--- config.mk ---
export PLATFORM = sky130hd
export DESIGN_NAME = div_iter
export DESIGN_NICKNAME = d
export VERILOG_FILES = /design/src/rtl/div_iter.sv
export SDC_FILE = /design/constraint.sdc
export NUM_CORES = 1
export LEC_CHECK = 0
export BUFFER_PORTS_ARGS = -buffer_cell sky130_fd_sc_hd__buf_2
export CAP_MARGIN = 10
export CELL_PAD_IN_SITES_DETAIL_PLACEMENT = 0
export CELL_PAD_IN_SITES_GLOBAL_PLACEMENT = 1
export CORE_UTILIZATION = 47
export DETAILED_ROUTE_END_ITERATION = 16
export PLACE_DENSITY_LB_ADDON = 0.1
export SYNTH_ARGS = -nofsm -noshare
export SYNTH_HDL_FRONTEND = slang
export SYNTH_SLANG_ARGS = --single-unit
--- constraint.sdc ---
create_clock -name clk -period 5.3 [get_ports clk]
set_clock_uncertainty 0.2 [all_clocks]
set_input_delay 0.265 -clock clk [delete_from_list [all_inputs] [get_ports clk]]
set_output_delay 0.265 -clock clk [all_outputs]
set_load 0.01 [all_outputs]
--- src/rtl/div_iter.sv ---
// Iterative restoring divider for DIV/DIVU: one quotient bit per cycle, a sign-fix cycle,
// and a start/busy/done handshake so the pipeline controller can stall while it runs.
module div_iter #(
    parameter int DATA_W = 32
) (
    input  logic              clk,
    input  logic              rst,
    input  logic              start,
    input  logic              flush,
    input  logic              is_signed,
    input  logic [DATA_W-1:0] dividend,
    input  logic [DATA_W-1:0] divisor,
    output logic [DATA_W-1:0] div_q,
    output logic [DATA_W-1:0] div_r,
    output logic              busy,
    output logic              done
);

    localparam int                CNT_W    = $clog2(DATA_W);
    localparam int                REM_W    = DATA_W + 1;
    localparam logic [CNT_W-1:0]  CNT_LAST = CNT_W'(DATA_W - 1);

    typedef enum logic [1:0] {
        IDLE = 2'd0,
        CALC = 2'd1,
        SIGN = 2'd2
    } state_t;

    // Two's complement negation at operand width.
    function automatic logic [DATA_W-1:0] twos_neg(input logic [DATA_W-1:0] v);
        return ~v + DATA_W'(1);
    endfunction

    // Unsigned magnitude widened by one bit so that -2^(W-1) needs no special case.
    function automatic logic [REM_W-1:0] magnitude(input logic [DATA_W-1:0] v, input logic neg);
        logic [REM_W-1:0] m;
        if (neg) begin
            m = {1'b0, twos_neg(v)};
        end else begin
            m = {1'b0, v};
        end
        return m;
    endfunction

    state_t             state_r;
    state_t             state_next_s;
    logic [CNT_W-1:0]   count_r;
    logic [REM_W-1:0]   rem_r;
    logic [DATA_W-1:0]  quo_r;
    logic [REM_W-1:0]   dvs_r;
    logic               sign_q_r;
    logic               sign_r_r;
    logic [DATA_W-1:0]  div_q_r;
    logic [DATA_W-1:0]  div_r_r;
    logic               busy_r;
    logic               done_r;

    logic               load_s;
    logic               step_s;
    logic               finish_s;
    logic               dvd_neg_s;
    logic               dvs_neg_s;
    logic [REM_W:0]     shift_s;
    logic [REM_W:0]     dvs_ext_s;
    logic               fits_s;
    logic [REM_W-1:0]   rem_next_s;
    logic [DATA_W-1:0]  quo_next_s;

    // State register.
    always_ff @(posedge clk) begin
        if (rst) begin
            state_r <= IDLE;
        end else begin
            state_r <= state_next_s;
        end
    end

    // Next-state logic and per-state datapath strobes; flush beats start and completion.
    always_comb begin
        state_next_s = state_r;
        load_s       = 1'b0;
        step_s       = 1'b0;
        finish_s     = 1'b0;
        case (state_r)
            IDLE: begin
                if (start && !flush) begin
                    load_s       = 1'b1;
                    state_next_s = CALC;
                end else begin
                    state_next_s = IDLE;
                end
            end
            CALC: begin
                if (flush) begin
                    state_next_s = IDLE;
                end else if (count_r == CNT_LAST) begin
                    step_s       = 1'b1;
                    state_next_s = SIGN;
                end else begin
                    step_s       = 1'b1;
                    state_next_s = CALC;
                end
            end
            SIGN: begin
                if (flush) begin
                    finish_s = 1'b0;
                end else begin
                    finish_s = 1'b1;
                end
                state_next_s = IDLE;
            end
            default: begin
                state_next_s = IDLE;
            end
        endcase
    end

    // One restoring step: the shifted partial remainder is one bit wider than the stored one.
    always_comb begin
        dvd_neg_s  = is_signed & dividend[DATA_W-1];
        dvs_neg_s  = is_signed & divisor[DATA_W-1];
        shift_s    = {rem_r, quo_r[DATA_W-1]};
        dvs_ext_s  = {1'b0, dvs_r};
        fits_s     = (shift_s >= dvs_ext_s);
        if (fits_s) begin
            rem_next_s = REM_W'(shift_s - dvs_ext_s);
            quo_next_s = {quo_r[DATA_W-2:0], 1'b1};
        end else begin
            rem_next_s = shift_s[REM_W-1:0];
            quo_next_s = {quo_r[DATA_W-2:0], 1'b0};
        end
    end

    // Operand capture, iteration, and registered result/handshake outputs.
    always_ff @(posedge clk) begin
        if (rst) begin
            count_r  <= '0;
            rem_r    <= '0;
            quo_r    <= '0;
            dvs_r    <= '0;
            sign_q_r <= 1'b0;
            sign_r_r <= 1'b0;
            div_q_r  <= '0;
            div_r_r  <= '0;
            busy_r   <= 1'b0;
            done_r   <= 1'b0;
        end else begin
            busy_r <= (state_next_s != IDLE);
            done_r <= finish_s;
            if (load_s) begin
                quo_r    <= magnitude(dividend, dvd_neg_s)[DATA_W-1:0];
                dvs_r    <= magnitude(divisor, dvs_neg_s);
                rem_r    <= '0;
                count_r  <= '0;
                sign_q_r <= dvd_neg_s ^ dvs_neg_s;
                sign_r_r <= dvd_neg_s;
            end else if (step_s) begin
                rem_r   <= rem_next_s;
                quo_r   <= quo_next_s;
                count_r <= count_r + CNT_W'(1);
            end else begin
                count_r <= count_r;
            end
            if (finish_s) begin
                div_q_r <= sign_q_r ? twos_neg(quo_r) : quo_r;
                div_r_r <= sign_r_r ? twos_neg(rem_r[DATA_W-1:0]) : rem_r[DATA_W-1:0];
            end else begin
                div_q_r <= div_q_r;
            end
        end
    end

    assign div_q = div_q_r;
    assign div_r = div_r_r;
    assign busy  = busy_r;
    assign done  = done_r;

endmodule
* Yosys cells after proc, flatten, opt, wreduce, memory -nomap -nowiden
Cells that the tools add are included.
** Word-level totals
- Register bits :: 173
- Word-level logic and storage cells :: 51
** Operators by class
- $add $sub $neg :: 6
- Magnitude comparators :: 1
- Equality and inequality tests :: 3
- Mux-type cells :: 17
- Bitwise gates (word level) :: 7
- Reduce and logical (&&, ||, !) cells :: 6
** Operators with widths (number)
- two-way mux 32 bit :: 6
- adder 32 x 1 -> 32 bit (second input constant) :: 4
- NOT 32 bit :: 4
- greater-or-equal comparator 34 x 33 -> 1 bit :: 1
- two-way mux 33 bit :: 1
- subtractor 33 bit :: 1
- two-way mux 1 bit :: 7
- adder 5 x 1 -> 5 bit (second input constant) :: 1
- equality test 5 bit (second input constant) :: 1
- two-way mux 2 bit :: 2
- case mux 2 bit (2 select lines) :: 1
- nonzero test 2 bit :: 2
- bitwise AND 1 bit :: 2
- equality test 2 x 1 -> 1 bit (second input constant) :: 1
- equality test 2 bit (second input constant) :: 1
- zero test 2 bit :: 1
- OR reduction 2 bit :: 1
- logical AND 1 bit :: 1
- zero test 1 bit :: 1
- XOR 1 bit :: 1

* Logic depth before layout (Yosys ltp)
- Word-level depth :: 5
- Depth in mapped cells :: 14
- Mapped depth without buffers :: 12

* Least setup slack after synthesis
No wires, ideal clock.
- Path type :: flip-flop to flip-flop
- From :: reg quo_r[31]
- To :: reg rem_r[10]
- Library setup time :: 0.132 ns
- Arrival time :: 2.794 ns
- Slack :: 2.173 ns
- Cell stages (with the launch flop) :: 15
- Clock period less this slack :: 3.127 ns
- Cell sequence :: dfxtp_1 -> inv_1 -> ha_1 -> inv_1 -> fa_1 -> a21o_1 -> a221oi_2 -> o21ai_1 -> a21oi_1 -> o211ai_1 -> and2_1 -> buf_2 -> buf_2 -> mux2i_1 -> a21oi_1
** On the way
- Longest elaborated chain between the ends :: 2
- Elaborated cells between the ends (all ways) :: 3
- Those cells by class :: add/sub: 1; order compare: 1; mux: 1
** RTL lines
- start: declaration :: line 49 : logic [DATA_W-1:0] quo_r;
- start signal: assignment :: line 151 : quo_r <= magnitude(dividend, dvd_neg_s)[DATA_W-1:0];
- start signal: assignment :: line 159 : quo_r <= quo_next_s;
- subtractor 33 bit / greater-or-equal comparator 34 x 33 -> 1 bit (equally long branches) :: line 126, 124
- two-way mux 33 bit (*) :: line 125 : if (fits_s) begin
- end signal: assignment :: line 158 : rem_r <= rem_next_s;
- end: declaration :: line 48 : logic [REM_W-1:0] rem_r;
Mark *: on every way between the ends. The rest lies on a longest branch, timed or not.
A chain may end at the register's enable or synchronous reset.

* Worst setup path in the final report
- From :: reg quo_r[31]
- To :: reg quo_r[0]
** On the way
- Longest elaborated chain between the ends :: 4
** RTL lines
- greater-or-equal comparator 34 x 33 -> 1 bit :: line 124 : fits_s = (shift_s >= dvs_ext_s);
- two-way mux 1 bit :: line 125
- two-way mux 32 bit :: line 157 : end else if (step_s) begin
- two-way mux 32 bit :: line 150 : if (load_s) begin
Every way passes these cells. The select of a mux whose other input is x is not followed.

==> parameters.txt <==
Parameter                              Value

Clocking
  Maximum buffer depth of the clock tree    2
  CTS tree    yes
  H-tree depth    4
  Clock-pin slew on the worst setup and hold paths    0.07 ns
  Clock buffer count from CTS    17
  Clock root buffer master    clkbuf_16
  Clock sink count    172
  Worst-Skew Late Latency    approximately 0.43 ns

Setup path
  Cells on worst reg2reg path    12
  Crit path capture type    flop
  Worst R2R End    quo_r[0]
  Worst Path Required    roughly 5.4 ns
  Top fanout value on the critical path    30
  Crit path arrival time    3.86 ns
  Type of element launching the critical path    flop
  Crit Path Category    reg -> reg
  R2r setup slk    1.51 ns
  Reg-to-reg critical path startpoint    quo_r[31]

Drt
  Drt initial violations    ~750
  Remaining antenna violation count after routing    0
  Number of vias after detailed routing    10430
  DRT Pass-1 Iters    5
  # DRC    0
  Total detailed-routing wirelength    30.84 mm
  DR WL/cell    17.12 um
  Average vias per placed instance    5.786

Synthesis
  Multiplexer share of the synthesized area    1.467%
  Number of distinct library cell variants in the gate-level netlist after synthesis    67
  Cell with the most instances after synthesis    dfxtp_1
  Share of synthesized cell area in full adder, half adder and majority cells    4.538%
  Number of synthesized flops with an enable pin    0
  Yosys top cell area share    31.53%
  Synth Flop Type    dfxtp_1
  Share of the yosys chip area belonging to registers    between 30% and 40%
  Synth area leader    dfxtp_1
  Syn Nets    approximately 1500
  Simple-gate share of the synthesized area    20.39%
  Synth area leaders    dfxtp_1 (32%), xor2_1 (6.6%), a21oi_1 (6.2%), nand2_1 (5.5%), ha_1 (4.4%)
  Fraction of the mapped netlist area in compound gates    26.32%
  Post-Synth XOR/XNOR Area    10.83%
  Post-synthesis area per instance    7.777 um^2
  YS warnings    0
  Dominant combinational cell family by area after synthesis    compound AO/OA/AOI/OAI gates
  Mapped Area    ~0.011 mm^2
  Proportion of synthesized flip-flops having asynchronous set or reset    0%
  Commonest cells in the synthesized netlist    dfxtp_1 (172), nand2_1 (159), a21oi_1 (135), nor2_1 (125), o21ai_0 (84)
  Count of state elements after synthesis    172
  Synth Instances    approximately 1400

Run
  Number of violations of the max-capacitance limit    0

Power
  NetSw    1110 uW
  Proportion of power drawn by the clock network    34.7%
  Pleak    0.004950 uW
  Power per standard cell area    270.2 mW/mm^2
  Switching part of the total power    32.75%
  Total internal power    roughly 2300 uW
  Overall power of the completed layout    3389 uW
  Sequential share of power    41.0%
  Share of total power in combinational logic    between 20% and 30%
  Peak supply drop    a little under 200 uV

Placement
  Placer Congestion    0.9141
  Count of input and output buffers    approximately 130
  Worst setup slack before clock tree synthesis    1.548 ns
  Total half-perimeter wirelength after legalization and detailed placement    between 20 and 25 mm

Global route
  Tot GR Track Use    between 20% and 30%
  Global route total overflow    0
  Number of global-route vias before repair    9074
  Wire length of the first global-routing pass    49.26 mm
  Pin count of the biggest net entering global routing    108
  Number of antenna violations at the first check in global routing    0

Floorplanning
  Die Span X    154.4 um
  Effective utilization at floorplan    48.08%
  Row Count    55
  Area enclosed by the die boundary    around 0.024 mm^2
  Core outline area    between 0.02 and 0.025 mm^2
  Height of the die    154.4 um
  Top-level I/O count    135

Timing
  Share of the cycle needed by the critical path after routing    between 70% and 80%
  Final critical-path required period    3.786 ns
  Setup repair after global routing missed its margin    false
  Headroom to the max-slew limit    19.75%
  Total count of hold-check failures in the final report    0
  Final Max Slew Viols    0
  Fmax    0.2641 GHz
  Final setup violation count    0
  Setup Total Neg Slack    0 ns
  Final setup slack of the worst path    between 1.5 and 2 ns
  Transition at the pin with the smallest max-transition slack    1.202 ns

Hold path
  End point of the most critical hold path    dvs_r[28]
  Hold path cells    4
  Min-delay worst type    in -> reg
  Startpoint of the most critical hold path    divisor[28]

Final layout
  Synthesis-to-finish area growth    14.87%
  Filler cell count in the final layout    2217
  Number of nets in the layout    1614
  Fraction of final layout cells sized beyond drive strength 1    between 10% and 20%
  Antenna diode instance count    0

Outcome
  Status    finished, final reports clean
logic make-up after synthesis:
group           after synthesis
flops                       172
mux                          16
xor+xnor                    135
simple gates                455
compound gates              446
fa+ha+maj                    39
buf+inv                     141
cells in the final DEF, fill, tap and decap left out, drive strengths merged, types with 14 or more instances in the layout:
| cell type | synthesis | layout |
|---|---|---|
| dfxtp | 172 | 172 |
| nand2 | 159 | 159 |
| buf | 15 | 138 |
| a21oi | 135 | 135 |
| nor2 | 125 | 125 |
| o21ai | 87 | 87 |
| xor2 | 82 | 82 |
| a211oi | 62 | 62 |
| inv | 50 | 55 |
| xnor2 | 53 | 53 |
| ha | 38 | 38 |
| dlygate4sd3 | 0 | 36 |
| nand3 | 30 | 30 |
| a22oi | 30 | 30 |
| o31ai | 27 | 27 |
| nor3 | 21 | 21 |
| o41ai | 21 | 21 |
| a31oi | 20 | 20 |
| clkbuf | 76 | 19 |
| nor4 | 19 | 19 |
| or4 | 19 | 19 |
| mux2i | 16 | 16 |
| or3 | 14 | 14 |
power by group through the flow:
stage / registers (uW) / clock network (uW) / logic, uW
global placement: 1410 / 0 / 792
detailed placement: 1420 / 0 / 792
floorplan: 1390 / 0 / 598
global route: 1390 / 1230 / 911
finish: 1390 / 1170 / 826
CTS: 1390 / 1190 / 816
per-stage QoR:
| step | hold WS, ns | utilization (%) | cells | area, um^2 |
|---|---|---|---|---|
| 3_5_place_dp | 0.2412 | 51.28 | 1736 | 11640 |
| 4_1_cts | 0.0001107 | 55.23 | 1802 | 12540 |
| 6_report | 0.005628 | 55.23 | 1802 | 12540 |
| 5_1_grt | 0.01882 | 55.23 | 1802 | 12540 |
| 3_3_place_gp | 0.2357 | 51.28 | 1736 | 11640 |
| 2_1_floorplan | 0.1954 | - | 1404 | 10920 |
flip-flops by register name, indices dropped and copies added, names as in the netlist:
name	count
sign_q_r	1
quo_r	32
busy	1
count_r	5
div_r	32
state_r	2
done	1
sign_r_r	1
rem_r	33
dvs_r	32
div_q	32
routing by layer:
metal  share of wire, %  GRT usage [%]  routed length [um]
met3                5.1          3.082                1562
met4                1.3          6.742                 393
met1                 55          42.30               17080
met5                  0              0                   0
met2                 38          34.37               11810
critical path, cell delays in order, from the launching register on:
cell,delay (ns)
dfxtp_1,0.32
inv_1,0.10
ha_1,0.17
inv_1,0.06
fa_1,0.40
a21o_1,0.22
a221oi_2,0.40
o21ai_1,0.24
a21oi_1,0.28
o211ai_1,0.15
nand2_1,0.78
o21ai_0,0.15
nor2b_1,0.17
worst max-delay path by stage:
stage,from,endpoint,slack [ns]
2_1_floorplan,quo_r[31],rem_r[10],2.17
3_3_place_gp,quo_r[31],quo_r[0],1.61
3_5_place_dp,quo_r[31],quo_r[0],1.55
4_1_cts,quo_r[31],quo_r[0],1.52
5_1_grt,quo_r[31],quo_r[0],1.20
6_report,quo_r[31],quo_r[0],1.51
area by class of cell:
| type | instances | area, um^2 | area share (%) |
|---|---|---|---|
| Clock buffer | 19 | 452.9 | 3.611 |
| Clock inverter | 11 | 85.08 | 0.6783 |
| Inverter | 50 | 187.7 | 1.496 |
| Multi-Input combinational cell | 1091 | 6954 | 55.44 |
| Sequential cell | 172 | 3443 | 27.45 |
| Tap cell | 285 | 356.6 | 2.843 |
| Timing Repair Buffer | 174 | 1064 | 8.479 |
repair_timing:
item / in CTS / in global routing
hold buffers: 36 / 0
buffers inserted: 0 / 0
gates resized for setup: 0 / 0
hold endpoints to repair: 35 / 0
No activity file was read; power rests on OpenSTA's default activity.
